`config.mk`:
```
export PLATFORM = sky130hd
export DESIGN_NAME = rv_fetch_ctrl
export DESIGN_NICKNAME = d
export VERILOG_FILES = /design/src/rtl/rv_fetch_ctrl.sv
export SDC_FILE = /design/constraint.sdc
export NUM_CORES = 1
export LEC_CHECK = 0
export CELL_PAD_IN_SITES_DETAIL_PLACEMENT = 1
export CELL_PAD_IN_SITES_GLOBAL_PLACEMENT = 1
export CORE_MARGIN = 4
export CORE_UTILIZATION = 36
export DETAILED_ROUTE_END_ITERATION = 10
export PLACE_DENSITY_LB_ADDON = 0.1
export SLEW_MARGIN = 40
export SYNTH_ARGS = -nofsm -noshare
export SYNTH_HDL_FRONTEND = slang
export SYNTH_SLANG_ARGS = --single-unit
```
`constraint.sdc`:
```
create_clock -name clk -period 7.29 [get_ports clk]
set_input_delay 2.187 -clock clk [delete_from_list [all_inputs] [get_ports clk]]
set_output_delay 2.187 -clock clk [all_outputs]
set_load 0.01 [all_outputs]
```
`src/rtl/rv_fetch_ctrl.sv`:
```
// rtl/rv_fetch_ctrl.sv - instruction fetch controller with fetch buffer, redirect flush and fault halt
//
// Purpose: holds the byte PC, addresses a word-indexed combinational
// instruction memory, buffers fetched words in a small FIFO and hands them
// to decode over a valid/ready handshake.
//
// Ports:
//   clk            rising-edge clock
//   reset_n        asynchronous active-low reset
//   fetch_en_i     run request from the core
//   redirect_i     one-cycle taken branch/jump strobe
//   redirect_pc_i  redirect target byte address
//   imem_addr_o    word index into instruction memory
//   imem_rdata_i   combinational instruction memory read data
//   instr_valid_o  FIFO head valid
//   instr_o        FIFO head instruction (0 when empty)
//   instr_pc_o     FIFO head byte PC (0 when empty)
//   instr_ready_i  decode accepts the head entry
//   fault_o        sticky fetch fault
//   fault_pc_o     offending byte PC
module rv_fetch_ctrl #(
   parameter logic [31:0] RESET_PC   = 32'h0000_0000,
   parameter int          IMEM_WORDS = 1024,
   parameter int          FIFO_DEPTH = 2
) (
   input  logic        clk,
   input  logic        reset_n,
   input  logic        fetch_en_i,
   input  logic        redirect_i,
   input  logic [31:0] redirect_pc_i,
   output logic [31:0] imem_addr_o,
   input  logic [31:0] imem_rdata_i,
   output logic        instr_valid_o,
   output logic [31:0] instr_o,
   output logic [31:0] instr_pc_o,
   input  logic        instr_ready_i,
   output logic        fault_o,
   output logic [31:0] fault_pc_o
);

   localparam int             PTR_W      = $clog2(FIFO_DEPTH);
   localparam logic [31:0]    IMEM_BYTES = 32'(IMEM_WORDS * 4);
   localparam logic [PTR_W:0] DEPTH_C    = (PTR_W + 1)'(FIFO_DEPTH);

   typedef enum logic [1:0] {
      IDLE  = 2'd0,
      FETCH = 2'd1,
      HALT  = 2'd2
   } state_t;

   state_t state, state_nxt;

   logic [31:0]    pc;
   logic [31:0]    fifo_instr [FIFO_DEPTH];
   logic [31:0]    fifo_pc    [FIFO_DEPTH];
   logic [PTR_W-1:0] wr_ptr, rd_ptr;
   logic [PTR_W:0]   count;

   logic full, pop, push, redir_act, redir_bad, overrun;

   assign full          = (count == DEPTH_C);
   assign instr_valid_o = (count != '0);
   assign pop           = instr_valid_o & instr_ready_i;
   assign redir_bad     = (redirect_pc_i[1:0] != 2'b00) || (redirect_pc_i >= IMEM_BYTES);
   assign imem_addr_o   = {2'b00, pc[31:2]};
   assign instr_o       = instr_valid_o ? fifo_instr[rd_ptr] : 32'h0;
   assign instr_pc_o    = instr_valid_o ? fifo_pc[rd_ptr]    : 32'h0;

   // State register
   always_ff @(posedge clk or negedge reset_n) begin
      if (!reset_n) state <= IDLE;
      else          state <= state_nxt;
   end

   // Next-state logic: a redirect overrides every other transition
   always_comb begin
      state_nxt = state;
      case (state)
         IDLE: begin
            if (redirect_i) begin
               if (redir_bad) state_nxt = HALT;
            end else if (fetch_en_i) begin
               state_nxt = FETCH;
            end
         end
         FETCH: begin
            if (redirect_i) begin
               if (redir_bad) state_nxt = HALT;
            end else if (overrun) begin
               state_nxt = HALT;
            end else if (!fetch_en_i) begin
               state_nxt = IDLE;
            end
         end
         default: state_nxt = state;
      endcase
   end

   // Per-state control strobes; HALT ignores redirects and never pushes
   always_comb begin
      redir_act = 1'b0;
      overrun   = 1'b0;
      push      = 1'b0;
      case (state)
         IDLE: redir_act = redirect_i;
         FETCH: begin
            redir_act = redirect_i;
            // pc reaching the end means the last word was already pushed
            overrun   = !redirect_i && (pc >= IMEM_BYTES);
            push      = !redirect_i && !overrun && (!full || pop);
         end
         default: ;
      endcase
   end

   // PC, FIFO bookkeeping and fault capture
   always_ff @(posedge clk or negedge reset_n) begin
      if (!reset_n) begin
         pc         <= RESET_PC;
         wr_ptr     <= '0;
         rd_ptr     <= '0;
         count      <= '0;
         fault_o    <= 1'b0;
         fault_pc_o <= 32'h0;
      end else if (redir_act) begin
         // Flush discards everything, including whatever a same-cycle pop left
         pc     <= redirect_pc_i;
         wr_ptr <= '0;
         rd_ptr <= '0;
         count  <= '0;
         if (redir_bad) begin
            fault_o    <= 1'b1;
            fault_pc_o <= redirect_pc_i;
         end
      end else begin
         if (overrun) begin
            fault_o    <= 1'b1;
            fault_pc_o <= pc;
         end
         if (push) begin
            pc     <= pc + 32'd4;
            wr_ptr <= wr_ptr + PTR_W'(1);
         end
         if (pop) rd_ptr <= rd_ptr + PTR_W'(1);
         case ({push, pop})
            2'b10:   count <= count + (PTR_W + 1)'(1);
            2'b01:   count <= count - (PTR_W + 1)'(1);
            default: count <= count;
         endcase
      end
   end

   // Buffer storage needs no reset; outputs are gated by count
   always_ff @(posedge clk) begin
      if (push) begin
         fifo_instr[wr_ptr] <= imem_rdata_i;
         fifo_pc[wr_ptr]    <= pc;
      end
   end

endmodule

```
## Word level (Yosys, flattened, before mapping)

Memories as Yosys holds them, arrays and structs flattened.
Cells that the tools add are included.

| storage, ports and cells | value |
|---|---|
| bits in registers | 71 |
| latch bits | 0 |
| memory bits (writable) | 128 |
| ROM bits | 0 |
| input port bits | 69 |
| logic and storage cells | 71 |
| memories | 2 |

Memories:

| name | words | width | read ports | clocked after memory_dff | wr ports | RTL line | RTL |
|---|---|---|---|---|---|---|---|
| fifo_instr | 2 | 32 | 1 | 0 | 1 | 54 | `logic [31:0] fifo_instr [FIFO_DEPTH];` |
| fifo_pc | 2 | 32 | 1 | 0 | 1 | 55 | `logic [31:0] fifo_pc [FIFO_DEPTH];` |

| operators by class | value |
|---|---|
| add/sub/neg operators | 5 |
| multiply operators | 0 |
| divide/modulo/power cells | 0 |
| order comparisons | 2 |
| eq/ne operators | 7 |
| shift operators | 0 |
| muxes and demuxes | 28 |
| bitwise operators | 1 |
| reduce and logical (&&, ||, !) cells | 19 |

Operators by type and width:

| cell | count |
|---|---|
| 32-bit 2-to-1 mux | 7 |
| 32-bit by 13-bit >= comparator with 1-bit output (second input constant) | 2 |
| 32-bit by 3-bit adder with 32-bit output (second input constant) | 1 |
| 2-bit 2-to-1 mux | 7 |
| 1-bit 2-to-1 mux | 12 |
| 2-bit nonzero test | 6 |
| 2-bit one-hot mux with 2 select lines | 2 |
| 2-bit by 1-bit equality test with 1-bit output (second input constant) | 2 |
| 2-bit equality test (second input constant) | 2 |
| 4-bit != test (second input constant) | 1 |
| 1-bit logical AND | 3 |
| 1-bit logical NOT | 3 |
| 3-bit != test (second input constant) | 1 |
| 3-bit AND reduction | 1 |
| 3-bit nonzero test | 1 |
| 1-bit adder (second input constant) | 2 |
| 2-bit by 1-bit adder with 2-bit output (second input constant) | 1 |
| 2-bit logical NOT | 1 |
| 1-bit logical OR | 2 |
| 2-bit by 1-bit != test with 1-bit output (second input constant) | 1 |
| 2-bit AND reduction | 1 |
| 2-bit OR reduction | 1 |
| 2-bit by 1-bit subtractor with 2-bit output (second input constant) | 1 |
| 1-bit AND | 1 |

## Logic depth before layout (Yosys ltp)

Gate-level depths: netlist (run 1).

| logic depth | value |
|---|---|
| depth after elaboration | 9 |
| mapped depth | 6 |

## Worst setup path after synthesis (run 1)

Ideal clock, no wire load.

| path | value |
|---|---|
| path kind | input -> register |
| from | in redirect_i |
| to | mem fifo_instr[0][0], enable pin |
| data arrival time | 8.738 ns |
| required time | 6.643 ns |
| slack | -2.096 ns |
| stages | 3 |
| buffers on the path | 0 |
| cells stage by stage | nor3b_4 -> o31ai_4 -> nor4_1 |

| on the way | value |
|---|---|
| cells in the longest elaborated chain, start to end | 8 |

RTL lines:

| item | RTL line | RTL |
|---|---|---|
| from (decl) | 29 | `input logic redirect_i,` |
| 1-bit logical NOT (*) | 109, 110 |  |
| 1-bit logical AND | 109 | `overrun = !redirect_i && (pc >= IMEM_BYTES);` |
| 1-bit logical NOT | 110 | `push = !redirect_i && !overrun && (!full \|\| pop);` |
| 1-bit logical AND (*) (2 in a row) | 110 |  |
| 1-bit 2-to-1 mux (*) | 104 | `case (state)` |
| 1-bit 2-to-1 mux (*) | 155 | `if (push) begin` |
| 1-bit 2-to-1 mux (implied by the code) (*) | 156 | `fifo_instr[wr_ptr] <= imem_rdata_i;` |
| to (decl) | 54 |  |

Every way passes the cells marked *; elsewhere a longest branch is shown, timed or not.

## Final worst setup path (run 1)

| path | value |
|---|---|
| from | reg count[0] |
| to | out instr_pc_o[0] |

| on the way | value |
|---|---|
| cells in the longest elaborated chain, start to end | 2 |

RTL lines:

| item | RTL line | RTL |
|---|---|---|
| from (decl) | 57 | `logic [PTR_W:0] count;` |
| from (signal assigned) | 146 | `2'b10: count <= count + (PTR_W + 1)'(1);` |
| from (signal assigned) | 147 | `2'b01: count <= count - (PTR_W + 1)'(1);` |
| from (signal assigned) | 148 | `default: count <= count;` |
| 2-bit nonzero test | 62 | `assign instr_valid_o = (count != '0);` |
| 32-bit 2-to-1 mux | 67 | `assign instr_pc_o = instr_valid_o ? fifo_pc[rd_ptr] : 32'h0;` |
| to (decl) | 35 | `output logic [31:0] instr_pc_o,` |

No other way between the ends.

==> results.py, run 1 <==
metrics = {
    "critical_path": {
        "arrival_ns": 2.71,
        "r2r_cells": 5,
        "criticalPathCategory": "reg -> out",
        "critPathLaunch": "count[0]$_DFFE_PN0P_",
        "cp-start-kind": "flip-flop",
        "reg2reg_from": "pc[27]$_DFFE_PN0P_",
        "critPathMaxFanout": 37,
        "timing.rr.end": "fault_pc_o[14]$_DFFE_PN0P_",
        "rrSetupSlack_ns": 4.07,
        "end_kind": "output port",
        "worstPathRequired_ns": 5.10,
    },
    "die": {
        "die_h_um": 159.4,
        "fp.dieW_um": 159.4,
        "die_area_um2": 25410,
        "io_pins": 199,
        "initial_core_util_pct": 36.56,
        "core_region_area_um2": 22570,
        "rows": 55,
    },
    "worst_hold_path": {
        "hold_class": "reg -> reg",
        "whs_endpoint": "fault_o$_DFFE_PN0P_",
        "hold_depth": 1,
        "min_from": "fault_o$_DFFE_PN0P_",
    },
    "detailed_routing": {
        "drtPass1Iterations": 6,
        "drt-initial-drc-count": 254,
        "dr_total_vias": 5294,
        "routed_wl_um": 20720,
        "final_antenna_net_count": 0,
        "vias_per_cell": 4.893,
        "wl_per_cell_um": 19.15,
        "drc": 0,
    },
    "yosys": {
        "yosys_register_bits": 199,
        "synthArstFlopShare_pct": 35.68,
        "synth_edf_count": 128,
        "syn_inst": 621,
        "ys.flop_type": "edfxtp_1",
        "yosysTopAreaCellShare_pct": 46.58,
        "yosysSeqAreaShare_pct": 68.11,
        "synth_area_per_cell_um2": 13.29,
        "synthesis.area_um2": 8252,
        "synth.distinct_cells": 45,
        "yosysWarnings": 0,
        "synth_area_leaders": "edfxtp_1 47%, dfrtp_1 22%, mux2i_1 7.8%",
        "yosys.area.top_type": "edfxtp_1",
    },
    "power": {
        "internal_power_mw": 2.672,
        "ir_worst_vdd_v": 0.0001566,
        "clock_power_share_pct": 23.5,
        "seqPwrFrac_pct": 41.5,
        "p_switching_mw": 1.316,
        "p_leak_nw": 4.199,
        "combPwrFrac_pct": 35.0,
        "switching_share_pct": 33.00,
        "power-per-cell-area_nw_per_um2": 364.3,
    },
    "place": {
        "place_area_um2": 10350,
        "port_buffers": 196,
        "hpwl_um": 14590,
        "gp_congestion": 0.8078,
    },
    "final_layout": {
        "drive_gt1_share_pct": 7.152,
        "design_area_um2": 10950,
        "nets": 855,
        "antenna_cells": 0,
        "syn_to_final_growth_pct": 32.66,
        "fill_cells": 2301,
    },
    "global_route": {
        "grt_max_degree": 72,
        "grt_pass1_wl_um": 32560,
        "overflow": 0,
        "antenna_found_initial": 0,
        "grt_pass1_vias": 5670,
        "track_usage_pct": 16.30,
    },
    "clock_network": {
        "clkLatencyLatePin_ns": 0.43,
        "cts_tree": "built",
        "clkTransAtPathRegs_ns": 0.08,
        "postCtsSetupBuffers": 0,
        "cts_num_sinks": 199,
        "ctsHoldBuffers": 0,
        "cts_htree_levels": 4,
        "root_buffer": "clkbuf_16",
        "numCtsBuffers": 17,
        "cts_buffer_depth": 2,
        "cts-resized-gates": 0,
    },
    "job": {
        "max-cap-violations": 0,
    },
    "sta": {
        "fmax_mhz": 204.1,
        "period_share_pct": 67.23,
        "rsz0062_at_grt": "no",
        "setup_viol_count_final": 0,
        "slew_headroom_pct": 47.95,
        "hold_viol": 0,
        "tightestPinTransition_ns": 0.7788,
        "finalCriticalPeriod_ns": 4.901,
        "maxSlewViolCount": 0,
        "finalClockSkew_ns": 0.01946,
        "setup-tns-final_ns": 0,
    },
    "outcome": {
        "status": "finished clean",
    },
}
==> synth_stat cells, types with 7 or more instances <==
| cell type | count |
|---|---|
| mux2_1 | 20 |
| xnor2_1 | 8 |
| buf_4 | 32 |
| dfrtp_1 | 71 |
| clkbuf_1 | 16 |
| o22ai_1 | 11 |
| nor2_1 | 75 |
| edfxtp_1 | 128 |
| mux2i_1 | 64 |
| nor4_1 | 15 |
| nand2_1 | 80 |
| o21ai_1 | 7 |
| inv_1 | 19 |
| a21oi_1 | 13 |
| buf_2 | 9 |
==> sequential cells by signal, indices dropped and copies added, names as in the netlist <==
name	cells
state	2
fifo_pc	64
rd_ptr	1
fault_pc_o	32
pc	32
fault_o	1
count	2
fifo_instr	64
wr_ptr	1
==> cells in the final DEF (no fill, tap or decap), types with 18 or more instances in the layout <==
cell type	netlist	layout
inv_1	19	19
nand2_1	80	79
clkbuf_16	0	18
clkdlybuf4s50_1	0	195
mux2i_1	64	64
nor2_1	75	74
mux2_1	20	20
dfrtp_1	71	70
edfxtp_1	128	128
==> layer usage <==
layer | vias up | routed length, um | global-route usage, %
met1 | 2640 | 9722 | 22.23
met2 | 141 | 9926 | 26.66
met4 | 0 | 226 | 4.142
met3 | 15 | 847 | 3.598
li1 | 2498 | - | -
met5 | - | 0 | 0
==> power by group through the flow <==
stage	Combinational [mW]	Clock, mW	Sequential [mW]
global route	1.50	1.01	1.69
global placement	1.32	0	1.74
finish	1.40	0.936	1.66
detailed placement	1.42	0	1.68
floorplan	0.718	0	1.61
CTS	1.43	0.963	1.66
==> critical path, stage by stage (launching register included) <==
cell	delay (ns)
dfrtp_1	0.47
nor2_4	0.66
buf_4	0.51
nor2_1	0.11
clkdlybuf4s50_1	0.54
==> metrics by stage <==
step	setup slack, ns	utilization [%]	std cells	total power [mW]	hold slack, ns
after CTS	2.293	48.50	1082	4.053	0.4828
after global placement	2.205	45.60	1048	3.056	0.4547
final	2.389	48.50	1082	3.988	0.4805
after detailed placement	2.405	45.84	1050	3.107	0.4600
after floorplan	0.6459	-	622	2.325	0.4419
after global routing	2.157	48.50	1082	4.212	0.4947
==> area by class of cell <==
cell class | instances | area, um2 | share of cell area (%)
multi-input cells | 343 | 2238 | 20.45
clock buffers | 18 | 450.4 | 4.115
flip-flops and latches | 199 | 5624 | 51.38
clock inverters | 14 | 150.1 | 1.372
repair buffers | 204 | 2056 | 18.78
inverters | 19 | 71.32 | 0.6515
well taps | 285 | 356.6 | 3.258
==> cells by family after synthesis <==
| kind of cell | synth area share (%) |
|---|---|
| buffers and inverters | 5.322 |
| AO/OA/AOI/OAI | 3.897 |
| other | 0.04545 |
| AND/OR/NAND/NOR | 10.74 |
| multiplexers | 10.63 |
| flip-flops | 68.11 |
| XOR/XNOR | 0.9553 |
| adder cells (fa/ha/maj) | 0.3032 |
==> worst max-delay path by stage <==
stage / end / slack (ns)
global route: instr_pc_o[14] / 2.16
finish: instr_pc_o[0] / 2.39
global placement: fault_pc_o[22]$_DFFE_PN0P_ / 2.20
CTS: instr_pc_o[1] / 2.29
detailed placement: fault_pc_o[22]$_DFFE_PN0P_ / 2.41
floorplan: fifo_instr[0][0]$_DFFE_PP_ / 0.65
Power figures use the tool's default switching activity.
==> inputs of run 2 (changes only) <==
--- a/config.mk
+++ b/config.mk
@@ -8,7 +8,7 @@
 export CELL_PAD_IN_SITES_DETAIL_PLACEMENT = 1
 export CELL_PAD_IN_SITES_GLOBAL_PLACEMENT = 1
 export CORE_MARGIN = 4
-export CORE_UTILIZATION = 36
+export CORE_UTILIZATION = 40
 export DETAILED_ROUTE_END_ITERATION = 10
 export PLACE_DENSITY_LB_ADDON = 0.1
 export SLEW_MARGIN = 40
==> constraint.sdc (replaced) <==
create_clock -name clk -period 5.1 [get_ports clk]
set_input_delay 1.53 -clock clk [delete_from_list [all_inputs] [get_ports clk]]
set_output_delay 1.53 -clock clk [all_outputs]
set_load 0.01 [all_outputs]
==> run 2 against run 1 <==
Core utilization is 5.6 points higher. Sequential power grew 43%. Sequential share of layout area about the same. Critical path depth unchanged. Routed wire length grew 0.20%. Clock power grew 44%. Setup slack lost 1.2 ns. Critical path type unchanged.
==> results.py, run 2 (synthesis gave the netlist of run 1 again) <==
metrics = {
    "clock_network": {
        "postCtsSetupBuffers": 0,
        "cts_htree_levels": 4,
        "cts_buffer_depth": 2,
        "root_buffer": "clkbuf_16",
        "cts_tree": "built",
        "clkTransAtPathRegs_ns": 0.07,
        "ctsHoldBuffers": 0,
        "cts_num_sinks": 199,
        "numCtsBuffers": 17,
        "clkLatencyLatePin_ns": 0.43,
        "cts-resized-gates": 0,
    },
    "critical_path": {
        "rrSetupSlack_ns": 2.13,
        "worstPathRequired_ns": 3.57,
        "critPathMaxFanout": 31,
        "criticalPathCategory": "reg -> out",
        "r2r_cells": 5,
        "timing.rr.end": "fault_pc_o[17]$_DFFE_PN0P_",
        "reg2reg_from": "pc[22]$_DFFE_PN0P_",
        "cp-start-kind": "flip-flop",
        "arrival_ns": 2.40,
        "end_kind": "output port",
    },
    "sta": {
        "setup-tns-final_ns": 0,
        "maxSlewViolCount": 0,
        "rsz0062_at_grt": "no",
        "hold_viol": 0,
        "slew_headroom_pct": 50.65,
        "tightestPinTransition_ns": 0.7403,
        "finalCriticalPeriod_ns": 3.933,
        "period_share_pct": 77.12,
        "setup_viol_count_final": 0,
        "finalClockSkew_ns": 0.01173,
        "fmax_mhz": 254.3,
    },
    "final_layout": {
        "seqCellArea_um2": 5624,
        "syn_to_final_growth_pct": 32.69,
        "fill_cells": 1991,
        "final_common_cell": "clkdlybuf4s50_1",
        "final_cell_mix": "195 x clkdlybuf4s50_1, 128 x edfxtp_1, 79 x nand2_1, 74 x nor2_1, 70 x dfrtp_1",
        "reg_top3": "fifo_instr (64), fifo_pc (64)",
        "antenna_cells": 0,
        "drive_gt1_share_pct": 7.740,
        "fin_cells": 1071,
        "multiInputGateArea_um2": 2243,
        "nets": 859,
    },
    "detailed_routing": {
        "drt-initial-drc-count": 220,
        "drc": 0,
        "final_antenna_net_count": 0,
        "vias_per_cell": 4.972,
        "wl_per_cell_um": 19.39,
        "drtPass1Iterations": 4,
        "routed_wl_um": 20760,
        "dr_total_vias": 5325,
    },
    "die": {
        "die_area_um2": 22990,
        "rows": 52,
        "io_pins": 199,
        "fp.dieW_um": 151.6,
        "initial_core_util_pct": 40.78,
        "die_h_um": 151.6,
        "core_region_area_um2": 20230,
    },
    "place": {
        "port_buffers": 196,
        "place_inst": 1038,
        "hpwl_um": 14650,
        "gp_congestion": 0.8279,
    },
    "global_route": {
        "track_usage_pct": 18.43,
        "grt_pass1_wl_um": 32420,
        "overflow": 0,
        "grt_pass1_vias": 5841,
        "antenna_found_initial": 0,
        "grt_max_degree": 72,
    },
    "worst_hold_path": {
        "min_from": "fault_o$_DFFE_PN0P_",
        "hold_depth": 1,
        "hold_class": "reg -> reg",
        "whs_endpoint": "fault_o$_DFFE_PN0P_",
    },
    "power": {
        "power-per-cell-area_nw_per_um2": 523.1,
        "ir_worst_vdd_v": 0.0002853,
        "p_leak_nw": 4.214,
        "p_total_mw": 5.727,
    },
    "outcome": {
        "status": "finished clean",
    },
    "job": {
        "max-cap-violations": 0,
    },
}
[run 2: layout make-up]
| cell class | instances | area share (%) |
|---|---|---|
| flip-flops and latches | 199 | 51.37 |
| multi-input cells | 343 | 20.49 |
| repair buffers | 208 | 18.87 |
| clock buffers | 20 | 4.468 |
| well taps | 270 | 3.085 |
| clock inverters | 12 | 1.074 |
| inverters | 19 | 0.6514 |
[run 2: metal layers]
layer	wire length, um	track usage [%]	part of all wire, %	up-vias
met2	9890	29.72	48	149
met4	335	5.930	1.6	0
met3	1199	3.688	5.8	19
met1	9339	25.25	45	2656
met5	0	0	0	-
li1	-	-	-	2501
[run 2: worst max path at each step]
stage                                 endpoint  slack [ns]                 start  cells past startpoint
global placement    fault_pc_o[25]$_DFFE_PN0P_        0.73     redirect_pc_i[26]                      7
global route                     instr_pc_o[1]        0.98  count[0]$_DFFE_PN0P_                      4
detailed placement  fault_pc_o[21]$_DFFE_PN0P_        0.98     redirect_pc_i[26]                      7
finish                          instr_pc_o[11]        1.17  count[0]$_DFFE_PN0P_                      4
floorplan           fifo_instr[0][0]$_DFFE_PP_        0.64            redirect_i                      3
CTS                                instr_o[22]        0.93    rd_ptr$_DFFE_PN0P_                      4
[run 2: critical path, cell delays in order (launching register included)]
cell and delay, ns:
dfrtp_1 0.48, nor2_4 0.45, buf_4 0.41, nor2_1 0.10, clkdlybuf4s50_1 0.53
[run 2: where the power goes]
group,total (mW),internal [mW],switching (mW)
clock network,1.35,0.722,0.627
logic,2.01,1.09,0.914
registers,2.37,2.02,0.350
[run 2: stage by stage]
stage / util, % / area [um2] / setup WS, ns / hold WS, ns
6_report: 54.11 / 10950 / 1.167 / 0.4867
5_1_grt: 54.11 / 10950 / 0.9823 / 0.5114
4_1_cts: 53.99 / 10920 / 0.9308 / 0.4816
3_5_place_dp: 50.99 / 10320 / 0.9778 / 0.4578
3_3_place_gp: 50.96 / 10310 / 0.7336 / 0.4532
2_1_floorplan: - / 8285 / 0.6413 / 0.4419
==> inputs of run 3 (changes only) <==
--- a/config.mk
+++ b/config.mk
@@ -8,7 +8,7 @@
 export CELL_PAD_IN_SITES_DETAIL_PLACEMENT = 1
 export CELL_PAD_IN_SITES_GLOBAL_PLACEMENT = 1
 export CORE_MARGIN = 4
-export CORE_UTILIZATION = 40
+export CORE_UTILIZATION = 36
 export DETAILED_ROUTE_END_ITERATION = 10
 export PLACE_DENSITY_LB_ADDON = 0.1
 export SLEW_MARGIN = 40
==> constraint.sdc (replaced) <==
create_clock -name clk -period 3.5 [get_ports clk]
set_input_delay 1.05 -clock clk [delete_from_list [all_inputs] [get_ports clk]]
set_output_delay 1.05 -clock clk [all_outputs]
set_load 0.01 [all_outputs]
==> run 3 against run 2 <==
Via count barely moved. Highest routed layer unchanged. First-iteration DRC count rose by 35%. Setup slack got worse by 0.93 ns.
==> results.py, run 3 (synthesis gave the netlist of run 1 again) <==
metrics = {
    "global_route": {
        "antenna_found_initial": 0,
        "grt_pass1_wl_um": 33100,
        "track_usage_pct": 16.50,
        "grt_max_degree": 72,
        "overflow": 0,
        "grt_pass1_vias": 5722,
    },
    "final_layout": {
        "finish.utilization_pct": 48.92,
        "nets": 866,
        "drive_gt1_share_pct": 8.292,
        "final_common_cell": "clkdlybuf4s50_1",
        "syn_to_final_growth_pct": 33.83,
        "final_cell_mix": "195 x clkdlybuf4s50_1, 128 x edfxtp_1, 80 x nand2_1, 74 x nor2_1, 70 x dfrtp_1",
        "antenna_cells": 0,
        "reg_top3": "fifo_instr (64), fifo_pc (64)",
    },
    "detailed_routing": {
        "final_antenna_net_count": 0,
        "wl_per_cell_um": 18.95,
        "routed_wl_um": 20710,
        "drc": 0,
        "vias_per_cell": 4.876,
        "drt-initial-drc-count": 296,
        "drtPass1Iterations": 4,
        "dr_total_vias": 5329,
    },
    "clock_network": {
        "postCtsSetupBuffers": 0,
        "cts_buffer_depth": 2,
        "cts_htree_levels": 4,
        "cts-resized-gates": 0,
        "ctsHoldBuffers": 0,
        "clkTransAtPathRegs_ns": 0.08,
        "numCtsBuffers": 17,
        "cts_tree": "built",
        "root_buffer": "clkbuf_16",
        "cts_num_sinks": 199,
        "clkLatencyLatePin_ns": 0.42,
    },
    "outcome": {
        "status": "finished clean",
    },
    "critical_path": {
        "crit_chain": "nor2_4 > buf_12 > nor2_1 > clkdlybuf4s50_1",
        "critPathMaxFanout": 35,
        "worstPathRequired_ns": 2.45,
        "cp_slowest_cell": "clkdlybuf4s50_1",
        "criticalPathCategory": "reg -> out",
        "arrival_ns": 2.21,
        "critPathLaunch": "count[0]$_DFFE_PN0P_",
        "cp-start-kind": "flip-flop",
        "cpPeakStageDelay_ns": 0.52,
        "end_kind": "output port",
        "reg2reg_from": "pc[23]$_DFFE_PN0P_",
    },
    "sta": {
        "maxSlewViolCount": 0,
        "period_share_pct": 93.25,
        "hold_viol": 0,
        "slew_headroom_pct": 54.40,
        "fmax_mhz": 306.4,
        "hold_ws_ns": 0.4815,
        "setup_viol_count_final": 0,
        "finalCriticalPeriod_ns": 3.264,
        "rsz0062_at_grt": "no",
        "tightestPinTransition_ns": 0.6840,
        "finalClockSkew_ns": 0.01159,
    },
    "power": {
        "ir_worst_vdd_v": 0.0003002,
        "power-per-cell-area_nw_per_um2": 752.8,
        "p_leak_nw": 4.249,
    },
    "die": {
        "die_area_um2": 25410,
        "core_region_area_um2": 22570,
        "fp.dieW_um": 159.4,
        "rows": 55,
        "initial_core_util_pct": 36.56,
        "io_pins": 199,
        "die_h_um": 159.4,
    },
    "place": {
        "port_buffers": 196,
        "hpwl_um": 14840,
        "gp_congestion": 0.8111,
    },
    "worst_hold_path": {
        "hold_class": "reg -> reg",
        "min_from": "fault_o$_DFFE_PN0P_",
    },
    "job": {
        "max-cap-violations": 0,
    },
}
-- run 3: changes by cell type in the layout (fill, tap and decap cells not counted), sizes merged --
cell | previous run | this run
clkinvlp | 0 | 1
bufinv | 0 | 1
clkbuf | 20 | 18
clkinv | 4 | 3
inv | 27 | 28
buf | 13 | 20
-- run 3: final timing paths --
check | slack (ns) | cells past startpoint | endpoint
max reg2reg | 1.01 | 7 | fault_pc_o[28]$_DFFE_PN0P_
max | 0.24 | 4 | instr_pc_o[19]
min reg2reg | 0.48 | 1 | fault_o$_DFFE_PN0P_
max in group asynchronous | 2.39 | 1 | rd_ptr$_DFFE_PN0P_
min in group asynchronous | 0.63 | 1 | pc[9]$_DFFE_PN0P_
min | 0.48 | 1 | fault_o$_DFFE_PN0P_
-- run 3: worst max-delay path: cells and delay by family (launching register included) --
kind	cells	cell delay [ns]
flops	1	0.49
buf+inv	2	0.78
simple gates	2	0.51
-- run 3: per-stage QoR --
step	instance area [um2]	setup slack (ns)	TNS [ns]	instances	total power, mW
final	11040	0.2361	0	1093	8.313
after detailed placement	10460	0.3548	0	1061	6.500
after global routing	11040	0.09395	0	1093	8.783
after floorplan	8285	-0.4787	-60.22	622	4.845
after global placement	10450	0.4452	0	1061	6.439
after CTS	11040	0.1581	0	1093	8.456
-- run 3: cell type report --
class | count | area [um2]
sequential | 199 | 5624
tap | 285 | 356.6
inverter | 19 | 71.32
multi-input combinational | 343 | 2236
clock inverter | 14 | 147.6
clock buffer | 18 | 439.2
fill | 2298 | 11530
timing repair buffer | 215 | 2168
-- run 3: routing by layer --
layer | part of all wire, % | track usage, % | routed length, um | vias up
met2 | 48 | 26.49 | 9914 | 137
met4 | 0.76 | 3.826 | 157 | 0
met5 | 0 | 0 | 0 | -
li1 | - | - | - | 2508
met1 | 46 | 22.73 | 9564 | 2672
met3 | 5.2 | 4.245 | 1074 | 12
-- run 3: power breakdown --
| part | internal (mW) | total (mW) | switching [mW] |
|---|---|---|---|
| logic | 1.62 | 2.96 | 1.33 |
| clock network | 1.00 | 1.93 | 0.921 |
| registers | 2.95 | 3.43 | 0.486 |
| total | 5.58 | 8.31 | 2.74 |
